<file path="src/rtl/insn_loader_pkg.sv">
// Shared constants and FSM encoding for the byte-stream
// instruction memory loader.
package insn_loader_pkg;

  localparam logic [7:0] SYNC_DEF = 8'hA5;
  localparam int INSN_W_DEF = 16;
  localparam int BYTES_PER_INSN = INSN_W_DEF / 8;

  typedef enum logic [1:0] {
    IDLE,
    LEN,
    DATA,
    CSUM
  } state_t;

  function automatic int bytes_per_insn(input int insn_w);
    return insn_w / 8;
  endfunction

endpackage

</file>
<file path="src/rtl/insn_loader_assembler.sv">
// Byte-to-word shift register; word_valid pulses the cycle
// after the final (least significant) byte of a word arrives.
module insn_assembler
  import insn_loader_pkg::*;
#(
  parameter int INSN_W = 16
) (
  input  logic              clk,
  input  logic              rst,
  input  logic              clr,
  input  logic              byte_valid,
  input  logic [7:0]        byte_data,
  output logic              last,
  output logic [INSN_W-1:0] word,
  output logic              word_valid
);

  localparam int BPI = bytes_per_insn(INSN_W);

  logic [1:0]        cnt;
  logic [INSN_W-1:0] sr;
  logic [INSN_W-1:0] nxt;

  assign nxt  = (sr << 8) | INSN_W'(byte_data);
  assign last = (cnt == 2'(BPI - 1));

  always_ff @(posedge clk or posedge rst) begin
    if (rst) begin
      cnt        <= '0;
      sr         <= '0;
      word       <= '0;
      word_valid <= 1'b0;
    end else begin
      word_valid <= 1'b0;
      if (clr) begin
        cnt <= '0;
        sr  <= '0;
      end else if (byte_valid) begin
        sr <= nxt;
        if (last) begin
          cnt        <= '0;
          word       <= nxt;
          word_valid <= 1'b1;
        end else begin
          cnt <= cnt + 2'd1;
        end
      end
    end
  end

endmodule

</file>
<file path="src/rtl/insn_loader.sv">
// Frame parser: SYNC, LEN, (LEN+1) MSB-first words, XOR checksum.
// Holds the CPU until a verified image has been written.
module insn_loader
  import insn_loader_pkg::*;
#(
  parameter int         ADDR_W = 8,
  parameter int         INSN_W = 16,
  parameter logic [7:0] SYNC   = SYNC_DEF
) (
  input  logic              clk,
  input  logic              rst,
  input  logic              in_valid,
  input  logic [7:0]        in_data,
  output logic              in_ready,
  output logic              mem_we,
  output logic [ADDR_W-1:0] mem_addr,
  output logic [INSN_W-1:0] mem_wdata,
  output logic              cpu_hold,
  output logic              load_done,
  output logic              load_err
);

  state_t state;
  state_t state_nx;

  logic       acc;
  logic       sync_hit;
  logic       data_byte;
  logic       last;
  logic       word_valid;
  logic [8:0] left;
  logic [7:0] csum;

  logic [INSN_W-1:0] word;

  assign in_ready  = ~rst;
  assign acc       = in_valid & in_ready;
  assign sync_hit  = acc && state == IDLE && in_data == SYNC;
  assign data_byte = acc && state == DATA;
  assign mem_we    = word_valid;
  assign mem_wdata = word;

  insn_assembler #(
    .INSN_W(INSN_W)
  ) u_asm (
    .clk        (clk),
    .rst        (rst),
    .clr        (sync_hit),
    .byte_valid (data_byte),
    .byte_data  (in_data),
    .last       (last),
    .word       (word),
    .word_valid (word_valid)
  );

  always_comb begin
    state_nx = state;
    unique case (state)
      IDLE: if (sync_hit) state_nx = LEN;
      LEN:  if (acc) state_nx = DATA;
      DATA: if (data_byte && last && left == 9'd1)
              state_nx = CSUM;
      CSUM: if (acc) state_nx = IDLE;
      default: state_nx = IDLE;
    endcase
  end

  always_ff @(posedge clk or posedge rst) begin
    if (rst) begin
      state     <= IDLE;
      left      <= '0;
      csum      <= '0;
      mem_addr  <= '0;
      cpu_hold  <= 1'b1;
      load_done <= 1'b0;
      load_err  <= 1'b0;
    end else begin
      state     <= state_nx;
      load_done <= 1'b0;
      if (sync_hit) begin
        cpu_hold <= 1'b1;
        load_err <= 1'b0;
        csum     <= '0;
        mem_addr <= '0;
      end
      if (acc && state == LEN) begin
        left <= {1'b0, in_data} + 9'd1;
        csum <= in_data;
      end
      if (data_byte) begin
        csum <= csum ^ in_data;
        if (last) left <= left - 9'd1;
      end
      if (acc && state == CSUM) begin
        if (in_data == csum) begin
          load_done <= 1'b1;
          cpu_hold  <= 1'b0;
        end else begin
          load_err <= 1'b1;
        end
      end
      // index advances after the write it addressed
      if (word_valid) mem_addr <= mem_addr + ADDR_W'(1);
    end
  end

endmodule

</file>
<file path="config.mk">
export PLATFORM = sky130hd
export DESIGN_NAME = insn_loader
export DESIGN_NICKNAME = d
export VERILOG_FILES = /design/src/rtl/insn_loader_pkg.sv /design/src/rtl/insn_loader_assembler.sv /design/src/rtl/insn_loader.sv
export SDC_FILE = /design/constraint.sdc
export NUM_CORES = 1
export LEC_CHECK = 0
export ABC_CLOCK_PERIOD_IN_PS = 1820
export CAP_MARGIN = 20
export CORE_ASPECT_RATIO = 0.5
export CORE_MARGIN = 2
export CORE_UTILIZATION = 50
export DETAILED_ROUTE_END_ITERATION = 16
export GPL_TIMING_DRIVEN = 0
export PLACE_DENSITY = 0.76
export RECOVER_POWER = 100
export SYNTH_ARGS = -nofsm -noshare
export SYNTH_HDL_FRONTEND = slang
export SYNTH_SLANG_ARGS = --single-unit
</file>
<file path="constraint.sdc">
create_clock -name clk -period 1.82 [get_ports clk]
set_input_delay 0.364 -clock clk [delete_from_list [all_inputs] [get_ports clk]]
set_output_delay 0.364 -clock clk [all_outputs]
set_load 0.03 [all_outputs]
</file>
After elaboration in Yosys (flattened, before gate mapping)
Cells that the tools add are included.
{ "op_classes": {"add_sub_neg": 4, "n_eq_ne": 11, "n_mux": 28, "bitwise_logic": 5, "n_reduce_logical": 13} }
{ "op_table": {"columns": ["operator", "n"], "rows": [
  ["$mux 8", 6],
  ["$mux 9", 3],
  ["$or 16x8->16", 1],
  ["$mux 2", 7],
  ["$mux 1", 11],
  ["$add 8x1->9 const B", 1],
  ["$eq 9x1->1 const B", 1],
  ["$sub 9x1->9 const B", 1],
  ["$add 8x1->8 const B", 1],
  ["$eq 8x8->1", 1],
  ["$eq 8x8->1 const B", 1],
  ["$pmux 2 s4", 1],
  ["$xor 8x8->8", 1],
  ["$logic_and 1x1->1", 7],
  ["$ne 2x2->1 const B", 3],
  ["$eq 2x1->1 const B", 2],
  ["$eq 2x2->1 const B", 2],
  ["$reduce_and 4->1", 1],
  ["$reduce_bool 2->1", 2],
  ["$reduce_and 3->1", 1],
  ["$reduce_bool 3->1", 1],
  ["$add 2x1->2 const B", 1],
  ["$logic_not 2->1", 1],
  ["$ne 2x1->1 const B", 1],
  ["other kinds (2)", 3]
]} }
{ "totals": {"ff_bits": 57, "wordCells": 72} }

Longest topological paths before layout
{ "logic_depth": {"word_depth": 7, "mapped_depth": 8, "depth_no_buf": 6} }

Modules after synthesis
A second synthesis with hierarchy kept.
{ "unflattened": {"cells_unflattened": 322, "hier_area_um2": 3224.3} }
{ "modules_own_cells": {"columns": ["mod", "n_inst", "cells_each", "area_each_um2"], "rows": [
  ["insn_loader", 1, 252, 2143.3],
  ["insn_assembler", 1, 70, 1081.0]
]} }

Worst setup path after synthesis
Ideal clock, no wire load.
{ "synth_timing": {"kind": "input-to-output", "from": "in rst", "to": "out in_ready", "arrival_time_ns": 1.712, "t_required_ns": 1.456, "path_slack_ns": -0.256, "stages": 1, "path_buffers": 0, "path_cell_list": "inv_1"} }
{ "synth_between": {"elab_chain_len": 1} }
{ "synth_lines": {"columns": ["item", "line", "rtl"], "rows": [
  ["start, declared", "insn_loader.sv:11", "input logic rst,"],
  ["$not 1->1", "insn_loader.sv:36", "assign in_ready = ~rst;"],
  ["end, declared", "insn_loader.sv:14", "output logic in_ready,"]
]} }
No other way between the ends.

Final worst setup path
{ "layout_timing": {"from": "reg state[0]", "to": "reg u_asm.word[9]"} }
{ "layout_between": {"elab_chain_len": 5, "word_cells_on_any_way": 7} }
{ "layout_lines": {"columns": ["item", "line", "rtl"], "rows": [
  ["start, declared", "insn_loader.sv:23", "state_t state;"],
  ["start signal, assigned", "insn_loader.sv:78", "state <= state_nx;"],
  ["$logic_not 2->1", "insn_loader.sv:38", "assign sync_hit = acc && state == IDLE && in_data == SYNC;"],
  ["$logic_and 1x1->1 (2 in a row)", "insn_loader.sv:38", null],
  ["$not 1->1 (no line)", null, null],
  ["$reduce_and 3->1 (no line) (*)", null, null],
  ["end signal, assigned", "insn_loader_assembler.sv:42", "word <= nxt;"],
  ["end, declared", "insn_loader_assembler.sv:14", "output logic [INSN_W-1:0] word,"]
]} }
Mark *: on every way between the ends. The rest lies on a longest branch, timed or not.
A chain may end at the register's enable or synchronous reset.

==> summary.md <==
| Metric | Value |
|---|---|
| RSZ-0062 raised after global routing | `true` |
| Fin crit share | `101%` |
| Vias in the first global route | `2610` |
| Mapped Avg Cell Area | `10.3 um2` |
| CP Class | `flip-flop to flip-flop` |
| Final ANT Viol Nets | `0` |
| Design Area, Final | `3930 um2` |
| Die ar. | `6650 um2` |
| Syn Inst Count | `290` |
| CP required | `2.04 ns` |
| Worst Path Max Fanout | `5` |
| Final Slew Violations | `0` |
| Max cap viols | `0` |
| Placed instance area | `3440 um2` |
| Setup WS pre-CTS | `-0.790 ns` |
| IO Count | `40` |
| Starting Density | `53.1%` |
| Tightest Hold Check Type | `input pin to async pin` |
| Vias/cell | `5.86` |
| FMAX | `0.544 GHz` |
| Final GP Congestion | `0.846` |
| Final net count | `370` |
| DRC | `0` |
| H-tree levels | `3` |
| Top cells by area, synth | `dfrtp_1, nand2_1, mux2_4` |
| LEAKAGE | `1.81 nW` |
| Worst Setup Start Kind | `flip-flop` |
| Clock tree buffer depth | `2` |
| Fin Clk Skew | `0.00602 ns` |
| Sink Count | `57` |
| Final Critical Period | `1.84 ns` |
| Worst r2r dst | `u_asm.word[9]` |
| Ys flop type | `dfrtp_1` |
| Worst EP arrival | `approximately 2.1 ns` |
| Number of synthesized flops with an enable pin | `0` |
| Global-route wire length before repair | `13100 um` |
| TritonCTS clock tree | `yes` |
| Chip height | `58.7 um` |
| Post-synthesis register bit count | `57` |
| I/O Buffers | `33` |
| Layout cells sized above 1 | `22.5%` |
| Via Count | `~2.5k` |
| Final Worst Setup Slack | `-0.0196 ns` |
| Final setup vio count | `8` |
| Cell area after synthesis | `between 2000 and 3000 um2` |
| Outcome | `finished, violations left` |
| Worst VDD drop | `just under 0.0006 V` |
| FP Rows | `19` |
| Initial DRC Count | `around 190` |
| Detail Placement HPWL | `4740 um` |
| Setup slack, reg-to-reg | `-0.02 ns` |
| Warnings, synthesis | `0` |
| DR pass1 iterations | `5` |
| Total Wirelength | `8020 um` |
| Register area share after synthesis | `47.8%` |
| Synthesized net count | `between 300 and 400` |
| Layout area overhead | `31.4%` |
| Slew @ Worst Pin | `0.731 ns` |
| Total grt overflow | `0` |
| Post-DR wirelength/cell | `18.7 um` |
| Power density over the cells | `1760 nW/um2` |
| R2R cell count | `8` |
| Antenna cell count | `0` |
| Core Area | `5630 um2` |
| Final hold violations | `0` |
| Critical R2R Launch | `state[0]` |
| Total GRT Usage | `about a quarter` |
| Fillers | `408` |
| Top cell type's share of synthesized area | `46.9%` |
| Clock root buffer | `clkbuf_16` |
| Yosys cell types | `52` |
| Clk pin slew, worst setup/hold paths | `approximately 0.050 ns` |
| Die width | `113 um` |
| Clock latency on the worst-skew pair | `0.33 ns` |
| Worst slew margin | `51.3%` |
| Setup crit end kind | `flip-flop` |
| Number of hold buffers added after cts | `0` |
| Num CTS Buffers | `9` |
| Largest net degree at the start of global routing | `34` |
| Initial antenna violation count | `1` |
| Post-synth ARST share | `100%` |
| Synth area leader | `dfrtp_1` |
| Failing checks | `negative setup slack` |
## metal layers
layer | up-vias | GRT usage (%) | wire (um)
li1 | 1149 | - | -
met1 | 1240 | 31.9 | 3350
met2 | 93 | 44.3 | 3860
met3 | 22 | 7.00 | 582
met4 | 2 | 14.3 | 219
met5 | - | 0 | 13
## placed cells by master (no fill, tap or decap), drive strengths merged, types with 4 or more instances in the layout
master / instances
clkinvlp: 4
clkdlybuf4s50: 22
buf: 24
dfrtp: 56
xor2: 11
dlygate4sd2: 6
ha: 9
a21oi: 9
a22o: 8
inv: 12
nand2: 36
xnor2: 4
a31oi: 4
nand3: 11
clkbuf: 21
o21ai: 17
mux2i: 9
nand4: 6
mux2: 15
nor2: 17
## cell usage after synthesis, types with 2 or more instances
cell type	instances
mux2_4	8
buf_6	2
o221a_2	3
ha_1	9
inv_1	13
dfrtp_1	56
o22a_1	3
nand3_1	11
nand2b_1	2
xor2_1	11
clkbuf_1	8
xnor2_1	4
o22ai_1	3
mux2_2	7
and3_1	3
nand2_1	35
a31oi_1	4
o21bai_1	3
nor2_1	16
a41oi_1	2
a21oi_1	9
nor2b_1	3
mux2i_1	9
buf_2	7
a22o_1	8
o21ai_0	17
and3b_1	2
nor4_1	3
nand4_1	6
## stage by stage
stage	cells	TNS (ns)	util [%]	power (W)	hold WS, ns
3_3_place_gp	396	-25.27	60.8	0.00479	0.470
2_1_floorplan	290	0	-	0.00401	0.469
5_1_grt	428	-0.920	69.7	0.00726	0.350
3_5_place_dp	397	-27.38	61.1	0.00494	0.488
6_report	428	-0.0979	69.7	0.00689	0.332
4_1_cts	425	0	69.4	0.00684	0.345
## layout make-up
class	count	area [um2]	area share [%]
timing repair inverter	1	5.00	0.127
timing repair buffer	49	464	11.8
clock buffer	10	239	6.09
inverter	13	50.0	1.27
tap	73	91.3	2.33
sequential	57	1430	36.4
multi-input combinational	201	1460	37.3
clock inverter	6	67.6	1.72
buffer	18	119	3.03
## report_power, final
group	total, W	leakage [nW]	switching, W	internal, W
clock	0.00172	0.145	0.000620	0.00110
sequential	0.00231	0.692	0.000490	0.00182
combinational	0.00286	0.972	0.00156	0.00130
total	0.00689	1.81	0.00267	0.00422
## sequential cells by signal, indices dropped and copies added (netlist names)
signal,count
load_err,1
mem_addr,8
state,2
csum,8
cpu_hold,1
u_asm.word_valid,1
left,9
u_asm.cnt,2
u_asm.word,16
u_asm.sr,8
load_done,1
## worst max-delay path by stage
stage	from	to	slack, ns	cells after the start
finish	state[0]	u_asm.word[9]	-0.02	8
global route	state[0]	u_asm.word[9]	-0.08	8
CTS	left[0]	left[6]	0.003	6
detailed placement	rst	in_ready	-0.79	3
global placement	rst	in_ready	-1.35	3
floorplan	in_data[1]	u_asm.word[0]	0.008	8
## worst max-delay path: stages, from the launching register on
cell     delay, ns
dfrtp_1       0.40
inv_2         0.10
ha_4          0.15
and3b_2       0.24
nand2_4       0.07
nor2_4        0.19
buf_12        0.13
buf_8         0.10
mux2_2        0.33
## repair_timing
item,4_1_cts,5_1_grt
setup buffers,11,4
gates resized for setup,24,17
setup endpoints to repair,56,43
pin swaps,1,5
hold endpoints to repair,0,0
cloned,2,0
## logic make-up after synthesis
family	synth area share (%)
compound gates	14.1
xor+xnor	4.39
fa+ha+maj	3.77
buf+inv	4.86
flops	47.8
mux	9.67
simple gates	15.4
No activity file was read; power rests on OpenSTA's default activity.
